[config.mk]
export PLATFORM = sky130hd
export DESIGN_NAME = mem_arbiter
export DESIGN_NICKNAME = d
export VERILOG_FILES = /design/src/rtl/mem_arbiter.sv
export SDC_FILE = /design/constraint.sdc
export NUM_CORES = 1
export LEC_CHECK = 0
export CAP_MARGIN = 20
export CELL_PAD_IN_SITES_DETAIL_PLACEMENT = 1
export CELL_PAD_IN_SITES_GLOBAL_PLACEMENT = 2
export CORE_MARGIN = 2
export CORE_UTILIZATION = 16
export CTS_CLUSTER_DIAMETER = 200
export DETAILED_ROUTE_END_ITERATION = 16
export GPL_TIMING_DRIVEN = 0
export PLACE_DENSITY = 0.75
export SLEW_MARGIN = 20
export SYNTH_ARGS = -nofsm -noshare
export SYNTH_HDL_FRONTEND = slang
export SYNTH_SLANG_ARGS = --single-unit
[constraint.sdc]
create_clock -name clk -period 1.5 [get_ports clk]
set_clock_uncertainty 0.1 [all_clocks]
set_input_delay 0.3 -clock clk [delete_from_list [all_inputs] [get_ports clk]]
set_output_delay 0.3 -clock clk [all_outputs]
set_load 0.05 [all_outputs]
[src/rtl/mem_arbiter.sv]
// Arbitrates IF and LS onto one memory port, one outstanding transaction at a time.
// Latency: request in IDLE -> mem_req next cycle; at least 3 cycles per transaction.
// Backpressure: requests are held until their gnt; mem_gnt_i/mem_rvalid_i stall the FSM indefinitely.
module mem_arbiter #(
  parameter int ADDR_W     = 32,
  parameter int DATA_W     = 32,
  parameter int STARVE_MAX = 4
) (
  input  logic                clk,
  input  logic                rst,
  input  logic                if_req_i,
  input  logic [ADDR_W-1:0]   if_addr_i,
  output logic                if_gnt_o,
  output logic                if_rvalid_o,
  output logic [DATA_W-1:0]   if_rdata_o,
  input  logic                ls_req_i,
  input  logic                ls_we_i,
  input  logic [DATA_W/8-1:0] ls_be_i,
  input  logic [ADDR_W-1:0]   ls_addr_i,
  input  logic [DATA_W-1:0]   ls_wdata_i,
  output logic                ls_gnt_o,
  output logic                ls_rvalid_o,
  output logic [DATA_W-1:0]   ls_rdata_o,
  output logic                mem_req_o,
  output logic                mem_we_o,
  output logic [DATA_W/8-1:0] mem_be_o,
  output logic [ADDR_W-1:0]   mem_addr_o,
  output logic [DATA_W-1:0]   mem_wdata_o,
  input  logic                mem_gnt_i,
  input  logic                mem_rvalid_i,
  input  logic [DATA_W-1:0]   mem_rdata_i,
  output logic                stall_o
);

  localparam int BE_W = DATA_W / 8;

  typedef enum logic [1:0] {IDLE, REQ, RSP} state_t;
  typedef enum logic {OWN_IF, OWN_LS} owner_t;

  typedef struct packed {
    logic [ADDR_W-1:0] addr;
    logic              we;
    logic [BE_W-1:0]   be;
    logic [DATA_W-1:0] wdata;
  } req_t;

  state_t     state_q, state_d;
  owner_t     owner_q, owner_d;
  logic [3:0] starve_q, starve_d;
  req_t       req_q, req_d;

  logic ls_win;
  logic gnt, rvalid;

  always_ff @(posedge clk or negedge rst) begin
    if (!rst) begin
      state_q  <= IDLE;
      owner_q  <= OWN_IF;
      starve_q <= '0;
      req_q    <= '0;
    end else begin
      state_q  <= state_d;
      owner_q  <= owner_d;
      starve_q <= starve_d;
      req_q    <= req_d;
    end
  end

  always_comb begin
    state_d  = state_q;
    owner_d  = owner_q;
    starve_d = starve_q;
    req_d    = req_q;
    ls_win   = 1'b0;
    gnt      = 1'b0;
    rvalid   = 1'b0;
    case (state_q)
      IDLE: begin
        if (ls_req_i || if_req_i) begin
          // LS has priority unless IF has already been passed over STARVE_MAX times
          ls_win  = ls_req_i && !(if_req_i && (starve_q == 4'(STARVE_MAX)));
          owner_d = ls_win ? OWN_LS : OWN_IF;
          if (ls_win) begin
            req_d.addr  = ls_addr_i;
            req_d.we    = ls_we_i;
            req_d.be    = ls_be_i;
            req_d.wdata = ls_wdata_i;
          end else begin
            req_d.addr  = if_addr_i;
            req_d.we    = 1'b0;
            req_d.be    = '1;
            req_d.wdata = '0;
          end
          if (ls_win && if_req_i)
            starve_d = (starve_q == 4'(STARVE_MAX)) ? starve_q : starve_q + 4'd1;
          else
            starve_d = '0;
          state_d = REQ;
        end
      end
      REQ: begin
        if (mem_gnt_i) begin
          gnt     = 1'b1;
          state_d = RSP;
        end
      end
      RSP: begin
        if (mem_rvalid_i) begin
          rvalid  = 1'b1;
          state_d = IDLE;
        end
      end
      default: state_d = IDLE;
    endcase
  end

  assign mem_req_o   = (state_q == REQ);
  assign mem_we_o    = req_q.we;
  assign mem_be_o    = req_q.be;
  assign mem_addr_o  = req_q.addr;
  assign mem_wdata_o = req_q.wdata;

  assign if_gnt_o    = gnt && (owner_q == OWN_IF);
  assign ls_gnt_o    = gnt && (owner_q == OWN_LS);
  assign if_rvalid_o = rvalid && (owner_q == OWN_IF);
  assign ls_rvalid_o = rvalid && (owner_q == OWN_LS);
  assign if_rdata_o  = if_rvalid_o ? mem_rdata_i : '0;
  assign ls_rdata_o  = ls_rvalid_o ? mem_rdata_i : '0;

  // ls_req_i is a raw input, so the stall is gated to stay low while in reset
  assign stall_o = rst && (ls_req_i ||
                   ((state_q != IDLE) && (owner_q == OWN_LS) && !ls_rvalid_o));

endmodule

# Word level (Yosys, flattened, before mapping)

Cells that the tools add are included.

Add/subtract/negate cells: 1
Multiplexer cells: 14
Bitwise gates (word level): 1
Equal/unequal tests: 7
Reductions and logical operators: 19

Operators with widths:

| cell                  | number |
|---|---|
| $mux W69              | 1 |
| $mux W32              | 2 |
| $logic_and A1 B1 Y1   | 10 |
| $mux W4               | 2 |
| $mux W2               | 3 |
| $ne A2 B2 Y1 const B  | 3 |
| $pmux W2 S3           | 1 |
| $reduce_and A3 Y1     | 2 |
| $mux W1               | 5 |
| $add A4 B1 Y4 const B | 1 |
| $eq A4 B3 Y1 const B  | 1 |
| $eq A2 B1 Y1 const B  | 1 |
| $eq A2 B2 Y1 const B  | 1 |
| $logic_not A1 Y1      | 2 |
| $logic_not A2 Y1      | 1 |
| $logic_or A1 B1 Y1    | 2 |
| $ne A2 B1 Y1 const B  | 1 |
| $reduce_and A2 Y1     | 1 |
| $reduce_bool A2 Y1    | 1 |
| $not A1 Y1            | 1 |

Flip-flop bits (word level): 76
Output and inout bits: 139

# Depth between registers and ports, before layout

Gate-level depths: netlist (run 1).

Depth in word-level cells: 7
Mapped depth: 8

# Worst setup path before layout (run 1)

OpenSTA, ideal clock, no wires.

Path kind: flip-flop to output port
Start: register state_q[0]
End: output port if_gnt_o
Setup slack: -994 ps
Arrival time: 2094 ps
Required time: 1100 ps
Cell stages (with the launch flop): 4
Cell sequence: dfrtp_1 > nor2b_1 > nand2_1 > nor2_1

Longest elaborated chain between the ends: 3

Ends and longest elaborated chain:

| item                   | RTL line | text |
|---|---|---|
| from (decl)            | 47       | `state_t state_q, state_d;` |
| from (signal assigned) | 62       | `state_q <= state_d;` |
| $eq A2 B1 Y1           | n/a      |  |
| net mem_req_o          | 24       | `output logic mem_req_o,` |
| $mux W1                | 77       | `case (state_q)` |
| $logic_and A1 B1 Y1    | 123      | `assign if_gnt_o = gnt && (owner_q == OWN_IF);` |
| to (decl)              | 13       | `output logic if_gnt_o,` |

The timed path passes the listed nets, and every way through them passes these cells.

# Worst setup path after layout (run 1)

Start: register state_q[0]
End: output port if_rdata_o[2]

Longest elaborated chain between the ends: 4

Ends and longest elaborated chain:

| item                | RTL line | text |
|---|---|---|
| $eq A2 B2 Y1        | 77       |  |
| $mux W1             | 77       |  |
| $logic_and A1 B1 Y1 | 125      | `assign if_rvalid_o = rvalid && (owner_q == OWN_IF);` |
| $mux W32            | 127      | `assign if_rdata_o = if_rvalid_o ? mem_rdata_i : '0;` |
| to (decl)           | 15       | `output logic [DATA_W-1:0] if_rdata_o,` |

Every way passes these cells.

==> results.md, run 1 <==
- Final net count: 856
- Initial detailed-routing violation count: 96
- #FFs+latches synth: 76
- Layout cell share with drive strength beyond 1: 52.8%
- Syn Nets: 514
- Worst R2R Setup Slack: -0.52 ns
- Yosys top cell area share: 52.1%
- Vias per cell: 4.25
- WHS: -0.222 ns
- Maximum vdd drop: 0.000807 V
- Finished Cell Area: 8750 um2
- Final Util: 38.9%
- Final Hold Viols: 40
- CP max-delay cell: dfrtp_2
- Vias in the first global route: 4659
- Critical path data required time: 1.10 ns
- Synth warn: 0
- IO Count: 278
- Critical path type: reg2out
- Max FO, Critical Path: 5
- Slew headroom: 69.6%
- Routability cong.: 0.937
- DP Area: 7160 um2
- Initial Util: 16.2%
- CORE AREA: 22500 um2
- Mapped cell area: 3650 um2
- Crit share post-route: 144%
- Arrival time worst endpoint: 1.76 ns
- H-tree levels: 3
- Post-route ant nets: 0
- Lkg Pwr: 3.83 nW
- Critical Path End Type: primary output
- FP Rows: 55
- PortBufs: 276
- Netlist cell types: 31
- Mean Syn Cell Area: 9.79 um2
- Routed WL per cell: 19.2 um
- Seq/Total Area, Yosys: 52.1%
- Min Tclk post-route: 2.16 ns
- CP max stage delay: 0.43 ns
- Die height: 155 um
- Routed Wire Length: 19.4 mm
- First-pass GRT wire length: 27.5 mm
- Post-synth top area cell: dfrtp_1
- Synth area leaders: dfrtp_1 (52%), and2_1 (11%), a21oi_1 (8.8%)
- Max Cap Violations: 0
- CTS sink count: 76
- Setup ws final: -0.656 ns
- Maximum clock rate: 464 MHz
- Max-slew violation count: 0
- Power Density: 2010 nW/um2
- Fin cells: 1006
- Worst-path clk slew: 0.07 ns
- CP startpoint: state_q[0]
- DRT Pass-1 Iters: 4
- Worst Tran Pin Value: 0.456 ns
- Worst hold path class: in2async
- CTS buffer count: 9
- CTS max path bufs: 2
- Status: finished with violations
- Drc violations: 0
- Clock root cell: clkbuf_16
- CTS tree: built
- Synthesis-to-layout area growth: 140%
- Die X: 155 um
- Post-Syn Instances: 373
- Initial antenna violation count: 2
- Clk_lat worst skew: 0.34 ns
- Final count of negative-setup-slack endpoints: 145
- Dpl cells: 935
- Gr usage total: 14.7%
- Largest net degree at the start of global routing: 42
- Fill cells: 2431
- Worst setup SP type: register
- Hpwl dp: 13.5 mm
- Vias: 4272
- FF-to-FF Start: state_q[0]
- Die area: 24100 um2
- GR Overflow Total: 0
- Worst-path cell chain: nand2b_4 -> nor3b_4 -> buf_6 -> clkbuf_16 -> and2_4 -> buf_8
- Violated checks: negative hold slack, negative setup slack
- RSZ-0062 raised after global routing: yes
[where the power goes]
part           leakage (nW)  internal (mW)  switching [mW]
combinational          2.76           4.66            6.82
clock                 0.163           1.49            1.00
sequential            0.910           3.00           0.604
total                  3.83           9.15            8.43
[cell type report]
| class | instances | area, um2 | area share [%] |
|---|---|---|---|
| diodes | 1 | 2.50 | 0.0286 |
| plain buffers | 25 | 360 | 4.12 |
| clock buffers | 9 | 225 | 2.57 |
| clock inverters | 7 | 106 | 1.22 |
| inverters | 3 | 11.3 | 0.129 |
| multi-input cells | 267 | 2160 | 24.7 |
| flip-flops and latches | 76 | 1910 | 21.8 |
| well taps | 285 | 357 | 4.07 |
| repair buffers | 333 | 3620 | 41.4 |
[cells in the mapped netlist]
| cell type | instances |
|---|---|
| nor3_4 | 1 |
| buf_4 | 4 |
| dfrtp_1 | 76 |
| and3_1 | 1 |
| nand2b_1 | 3 |
| ha_1 | 2 |
| nand3_1 | 1 |
| clkbuf_1 | 4 |
| o21ai_2 | 1 |
| nand2_2 | 1 |
| o22ai_1 | 1 |
| nor3b_2 | 1 |
| o21ai_0 | 5 |
| and2_1 | 64 |
| nor2_1 | 33 |
| nand4b_2 | 1 |
| a21oi_1 | 64 |
| nand2_1 | 38 |
| a22o_1 | 33 |
| buf_6 | 7 |
| buf_2 | 13 |
| nand4_1 | 1 |
| inv_1 | 3 |
| nand4b_1 | 1 |
| and4b_1 | 1 |
| and2_4 | 1 |
| a32o_1 | 2 |
| nor2b_1 | 2 |
| o22a_1 | 4 |
| nor2_2 | 1 |
| o21a_1 | 3 |
[per-layer routing]
layer | vias to the layer above | share of wire (%) | routed length (um) | global-route usage [%]
li1 | 1961 | - | - | -
met5 | - | 0.067 | 13 | 0
met1 | 2094 | 38 | 7360 | 16.7
met2 | 201 | 53 | 10200 | 26.9
met4 | 2 | 0.90 | 175 | 2.73
met3 | 14 | 8.5 | 1640 | 5.13
[final timing paths]
check	to	cells after the start
max	if_rdata_o[2]	6
min	mem_wdata_o[20]	1
max reg2reg	mem_wdata_o[26]	10
min reg2reg	mem_wdata_o[9]	1
max in group asynchronous	mem_addr_o[17]	2
min in group clk	starve_q[0]	3
[placed cells by master (no fill, tap or decap), types with 2 or more instances in the layout]
cell             count
a21oi_1             14
a21oi_2             32
a21oi_4             18
a22o_1              33
a32o_1               2
and2_4              65
buf_12              12
buf_2               63
buf_4               12
buf_6               32
buf_8               84
bufinv_16            2
clkbuf_16           18
clkdlybuf4s15_2      6
clkdlybuf4s18_2      3
clkdlybuf4s50_1    134
dfrtp_1             73
dfrtp_2              3
inv_2                2
inv_6                3
nand2_1             36
nand2_2              2
nand2b_1             2
nor2_1              31
nor2_4               2
nor2b_4              2
o21a_1               2
o21ai_2              3
o21ai_4              2
o22a_1               4
[critical path, delay by kind of cell (launching register included)]
family                 cells  cell delay, ns
buffers and inverters      3            0.45
and+or+nand+nor            3            0.53
DFF                        1            0.43
[cells by family after synthesis]
logic type	synth area share, %
flops	52.1
fa+ha+maj	0.685
simple gates	21.9
buf+inv	5.48
compound gates	19.9
[sequential cells by signal (all words and copies together), names as in the netlist]
signal	flops
mem_addr_o	32
mem_be_o	4
mem_wdata_o	32
mem_we_o	1
owner_q	1
starve_q	4
state_q	2
[timing repair]
action | 4_1_cts | 5_1_grt
setup endpoints to repair | 214 | 189
pin swaps | 22 | 40
endpoints found under the hold margin | 40 | 40
gates resized for setup | 862 | 182
buffers inserted | 19 | 24
cloned | 6 | 10
[metrics by stage]
stage	setup slack, ns	setup TNS, ns	power, mW
final	-0.656	-74.76	17.6
after detailed placement	-1.41	-126.55	13.0
after CTS	-0.655	-58.67	16.4
after global placement	-3.56	-343.89	12.8
after global routing	-0.728	-84.59	18.5
after floorplan	-0.190	-9.21	9.55
Note: power is estimated with default switching activity, not from simulation.
==> inputs of run 2 (changes only) <==
Settings changed: SKIP_LAST_GASP from default to 1.
==> results.md, run 2 (synthesis results as in run 1) <==
- FP Rows: 55 (unchanged)
- Initial antenna violation count: 2 (unchanged)
- Vias per cell: 4.22 (-0.56%)
- Die height: 155 um (unchanged)
- CTS sink count: 76 (unchanged)
- Clock root cell: clkbuf_16
- Critical path type: reg2out
- Hpwl dp: 13.5 mm (unchanged)
- Min Tclk post-route: 2.15 ns (-0.00705 ns)
- Max-slew violation count: 0 (unchanged)
- Synthesis-to-layout area growth: 135%
- CTS max path bufs: 2 (unchanged)
- Maximum vdd drop: 0.000815 V (+0.94%)
- CORE AREA: 22500 um2 (unchanged)
- Setup ws final: -0.649 ns (+0.00705 ns)
- Worst setup SP type: register
- Reg power frac: 20.9% (+0.4 points)
- Most frequent cells in the layout: clkdlybuf4s50_1 (134), buf_8 (82), dfrtp_1 (73)
- Worst hold path class: in2async
- Commonest non-fill, non-tap cell in the layout: clkdlybuf4s50_1
- Initial detailed-routing violation count: 83 (-14%)
- Worst Tran Pin Value: 0.464 ns (+0.00771 ns)
- Routed WL per cell: 18.9 um (-1.5%)
- RSZ-0062 raised after global routing: yes
- Maximum clock rate: 465 MHz (+0.33%)
- TNS Setup: -67.12 ns (+7.64 ns)
- IO Count: 278 (unchanged)
- DRT Pass-1 Iters: 4 (unchanged)
- CTS tree: built
- Routability cong.: 0.937 (unchanged)
- Die area: 24100 um2 (unchanged)
- Layout cell share with drive strength beyond 1: 51.1% (-1.7 points)
- Vias in the first global route: 4630 (-0.62%)
- Die X: 155 um (unchanged)
- Worst R2R Setup Slack: -0.42 ns (+0.10 ns)
- Gr usage total: 14.5% (-0.22 points)
- Combinational power share: 64.5% (-0.8 points)
- PortBufs: 276 (unchanged)
- Final net count: 852 (-0.47%)
- DP Area: 7160 um2 (unchanged)
- Arrival time worst endpoint: 1.75 ns (about the same)
- Drc violations: 0 (unchanged)
- Initial Util: 16.2% (unchanged)
- Largest net degree at the start of global routing: 42 (unchanged)
- Critical Path End Type: primary output
- Critical path data required time: 1.10 ns (about the same)
- Post-route ant nets: 0 (unchanged)
- Slew headroom: 69.0% (-0.56 points)
- GR Overflow Total: 0 (unchanged)
- CTS buffer count: 9 (unchanged)
- Max Cap Violations: 0 (unchanged)
- WHS: -0.223 ns (-0.00135 ns)
- First-pass GRT wire length: 27.1 mm (-1.4%)
- Vias: 4231 (-0.96%)
- R2R Path End: mem_addr_o[0]
- Violated checks: negative hold slack, negative setup slack
- Internal: 8.93 mW (-2.4%)
- Status: finished with violations
- Switching power: 8.25 mW (-2.1%)
- Power Density: 2000 nW/um2 (-0.40%)
- Worst r2r path cells: 10 (unchanged)
- Routed Wire Length: 19.0 mm (-1.9%)
- Finished Cell Area: 8590 um2 (-1.9%)
- Worst-path clk slew: 0.07 ns (about the same)
- Lkg Pwr: 3.79 nW (-1.1%)
- Crit share post-route: 143% (-0.47 points)
- FF-to-FF Start: state_q[1]
- Sw frac: 48.0% (+0.072 points)
- Clk_lat worst skew: 0.34 ns (about the same)
- Final count of negative-setup-slack endpoints: 145 (unchanged)
- Max FO, Critical Path: 5 (unchanged)
- Clock share of power: 14.6% (+0.4 points)
- H-tree levels: 3 (unchanged)
- Final Hold Viols: 40 (unchanged)
-- run 2: cell count changes in the layout (fill, tap and decap cells not counted), sizes merged --
cell,delta
dlygate4sd2,-1
dlymetal6s2s,+1
buf,-4
clkbuf,-1
bufbuf,+1
-- run 2: critical path: stages, from the launching register on --
cell	delay, ns
dfrtp_2	0.42
nand2b_4	0.16
nor3b_4	0.23
buf_6	0.16
clkbuf_16	0.14
and2_4	0.15
buf_8	0.14
-- run 2: metrics by stage --
step	util [%]	total power [mW]	cells	setup slack [ns]	hold WS, ns
finish	38.2	17.2	1002	-0.649	-0.223
global route	38.2	18.1	1002	-0.710	-0.206
CTS	36.0	16.3	976	-0.655	-0.222
detailed placement	31.8	13.0	935	-1.41	0.247
global placement	31.7	12.8	934	-3.56	0.374
floorplan	-	9.55	373	-0.190	-0.0956
-- run 2: layout make-up --
class                      instances  area [um2]
timing repair buffer             328        3550
clock buffer                       9         225
antenna                            1        2.50
inverter                           3        11.3
fill                            2456       13900
multi-input combinational        267        2070
clock inverter                     7         106
sequential                        76        1910
buffer                            26         363
tap                              285         357
-- run 2: what timing repair did --
action / in CTS / in global routing
buffers inserted: 19 / 19
pin swaps: 11 / 31
endpoints found under the hold margin: 40 / 40
setup endpoints to repair: 214 / 189
cloned: 6 / 9
resized for setup: 826 / 190
-- run 2: metal layers --
layer | vias up | global-route usage [%] | part of all wire [%]
li1 | 1955 | - | -
met1 | 2058 | 16.5 | 38
met2 | 200 | 26.4 | 52
met3 | 16 | 5.15 | 8.6
met4 | 2 | 2.56 | 1.1
met5 | - | 0 | 0.068
-- run 2: how the worst max path moves through the flow --
stage / from / endpoint / slack (ns) / depth (start not counted)
2_1_floorplan: state_q[0] / if_rdata_o[22] / -0.19 / 4
3_3_place_gp: rst / stall_o / -3.56 / 3
3_5_place_dp: mem_rvalid_i / ls_rdata_o[12] / -1.41 / 5
4_1_cts: state_q[0] / if_rdata_o[14] / -0.66 / 6
5_1_grt: state_q[0] / if_rdata_o[2] / -0.71 / 6
6_report: state_q[0] / if_rdata_o[19] / -0.65 / 6
-- run 2: power by group through the flow --
stage / clock network, mW / logic [mW] / registers, mW
global placement: 0 / 9.10 / 3.65
floorplan: 0 / 3.03 / 6.52
CTS: 2.60 / 10.1 / 3.61
detailed placement: 0 / 9.29 / 3.69
finish: 2.50 / 11.1 / 3.59
global route: 2.68 / 11.7 / 3.71
==> inputs of run 3 (changes only) <==
Settings changed: CTS_BUF_LIST from default to sky130_fd_sc_hd__clkbuf_8, MAX_ROUTING_LAYER from default to met4.
==> results.md, run 3 (synthesis results as in run 1) <==
- Sw frac: 50.1% (+2.1 points)
- DRT Pass-1 Iters: 4 (unchanged)
- Delay-heaviest family, CP: simple AND/OR/NAND/NOR gates
- Switching power: 8.21 mW (-0.50%)
- CP max-delay cell: dfrtp_2
- Final net count: 845 (-0.82%)
- Clk_lat worst skew: 0.37 ns (+0.03 ns)
- Vias: 4242 (+0.26%)
- Maximum clock rate: 455 MHz (-2.2%)
- Commonest non-fill, non-tap cell in the layout: clkdlybuf4s50_1
- Hpwl dp: 13.5 mm (unchanged)
- Vias in the first global route: 4632 (+0.043%)
- Violated checks: negative hold slack, negative setup slack
- WHS: -0.180 ns (+0.0425 ns)
- Critical path type: reg2out
- GR Overflow Total: 0 (unchanged)
- Routed WL per cell: 19.2 um (+1.1%)
- Max FO, Critical Path: 5 (unchanged)
- Maximum vdd drop: 0.000853 V (+4.7%)
- GR Layer Usage met1: 16.7% (+0.15 points)
- Final Hold Viols: 40 (unchanged)
- Final Util: 37.3% (-0.86 points)
- Worst-path clk slew: 0.10 ns (+0.03 ns)
- Final count of negative-setup-slack endpoints: 145 (unchanged)
- Arrival time worst endpoint: 1.80 ns (+0.05 ns)
- CP max stage delay: 0.43 ns (about the same)
- Slew headroom: 60.9% (-8.1 points)
- Initial Util: 16.2% (unchanged)
- Met3 Usage GRT: 3.96% (-1.2 points)
- FP Rows: 55 (unchanged)
- First-pass GRT wire length: 27.0 mm (-0.61%)
- Critical Path End Type: primary output
- IO Count: 278 (unchanged)
- Worst-path cell chain: nand2b_4 -> nor3b_4 -> buf_6 -> clkbuf_16 -> and2_4 -> buf_8
- Routed Wire Length: 19.1 mm (+0.36%)
- Internal: 8.17 mW (-8.5%)
- Synthesis-to-layout area growth: 130%
- Routability cong.: 0.954 (+1.9%)
- Max Cap Violations: 0 (unchanged)
- Clock root cell: clkbuf_8
- Worst R2R Setup Slack: -0.49 ns (-0.07 ns)
- Worst setup SP type: register
- Most frequent cells in the layout: clkdlybuf4s50_1 (135), buf_8 (84), dfrtp_1 (73)
- Clock share of power: 11.6% (-3.0 points)
- CTS buffer count: 9 (unchanged)
- Combinational power share: 66.5% (+2.0 points)
- PortBufs: 276 (unchanged)
- CTS sink count: 76 (unchanged)
- Setup ws final: -0.699 ns (-0.0491 ns)
- Largest net degree at the start of global routing: 42 (unchanged)
- CTS max path bufs: 2 (unchanged)
- Die area: 24100 um2 (unchanged)
- Met2 Track Usage GR: 26.7% (+0.30 points)
- Status: finished with violations
- Lkg Pwr: 3.68 nW (-2.9%)
- Drc violations: 0 (unchanged)
- GR peak layer: met2
- Die height: 155 um (unchanged)
- Fin cells: 995 (-0.70%)
- Crit path buf inv count: 3 (unchanged)
- Initial detailed-routing violation count: 123 (+48%)
- Reg power frac: 21.8% (+0.9 points)
- Min Tclk post-route: 2.20 ns (+0.0491 ns)
- Power Density: 1950 nW/um2 (-2.5%)
- Post-route ant nets: 0 (unchanged)
- Dpl cells: 935 (unchanged)
- Max-slew violation count: 0 (unchanged)
- Crit share post-route: 147% (+3.3 points)
- Gr usage total: 15.0% (+0.49 points)
- Initial antenna violation count: 1 (-1)
- Layout cell share with drive strength beyond 1: 51.2% (+0.082 points)
- Die X: 155 um (unchanged)
- Vias per cell: 4.26 (+0.97%)
- Critical path data required time: 1.10 ns (about the same)
- CORE AREA: 22500 um2 (unchanged)
- Worst hold path class: in2async
- RSZ-0062 raised after global routing: yes
- H-tree levels: 3 (unchanged)
- Worst Tran Pin Value: 0.586 ns (+0.123 ns)
- CTS tree: built
run 3: path summary, 6_finish.rpt:
| check | startpoint | end | depth (start not counted) |
|---|---|---|---|
| min in group clk | mem_rvalid_i | state_q[1] | 2 |
| min | rst | mem_wdata_o[20] | 1 |
| max in group asynchronous | rst | mem_addr_o[17] | 2 |
| min reg2reg | mem_be_o[1] | mem_be_o[1] | 1 |
| max | state_q[0] | if_rdata_o[19] | 6 |
| max reg2reg | state_q[0] | mem_addr_o[0] | 10 |
run 3: area by class of cell:
class                      instances  area (um2)
timing repair buffer             322        3420
sequential                        76        1910
clock inverter                     7         106
antenna                            1        2.50
inverter                           3        11.3
fill                            2458       14100
buffer                            25         355
clock buffer                       9         124
multi-input combinational        267        2110
tap                              285         357
run 3: stage by stage:
stage	instance area [um2]	setup slack, ns	power [mW]	TNS, ns
5_1_grt	8400	-0.769	17.3	-83.91
3_5_place_dp	7160	-1.41	13.0	-126.55
6_report	8400	-0.699	16.4	-75.17
3_3_place_gp	7140	-3.56	12.8	-343.89
2_1_floorplan	4020	-0.190	9.55	-9.21
4_1_cts	7800	-0.708	15.6	-63.49
run 3: per-layer routing:
metal  vias to the layer above  routed length (um)
met2                       200               10100
met1                      2089                7300
met5                         -                   0
met4                         0                 244
met3                        18                1440
li1                       1935                   -
run 3: worst reg2reg max path, delay by kind of cell (launching register included):
family | cells | cell delay, ns
flip-flops | 1 | 0.43
AO/OA/AOI/OAI | 3 | 0.35
buffers and inverters | 6 | 0.83
AND/OR/NAND/NOR | 1 | 0.18
run 3: repair_timing:
| item | in CTS | in global routing |
|---|---|---|
| pin swaps | 18 | 31 |
| endpoints found under the hold margin | 40 | 40 |
| gates resized for setup | 931 | 104 |
| buffers inserted | 21 | 12 |
| setup endpoints to repair | 214 | 146 |
| gates cloned | 7 | 7 |
run 3: power by group through the flow:
| stage | Clock, mW | Sequential [mW] | Combinational [mW] |
|---|---|---|---|
| CTS | 2.01 | 3.58 | 10.0 |
| floorplan | 0 | 6.52 | 3.03 |
| detailed placement | 0 | 3.69 | 9.29 |
| finish | 1.91 | 3.58 | 10.9 |
| global route | 2.08 | 3.70 | 11.5 |
| global placement | 0 | 3.65 | 9.10 |
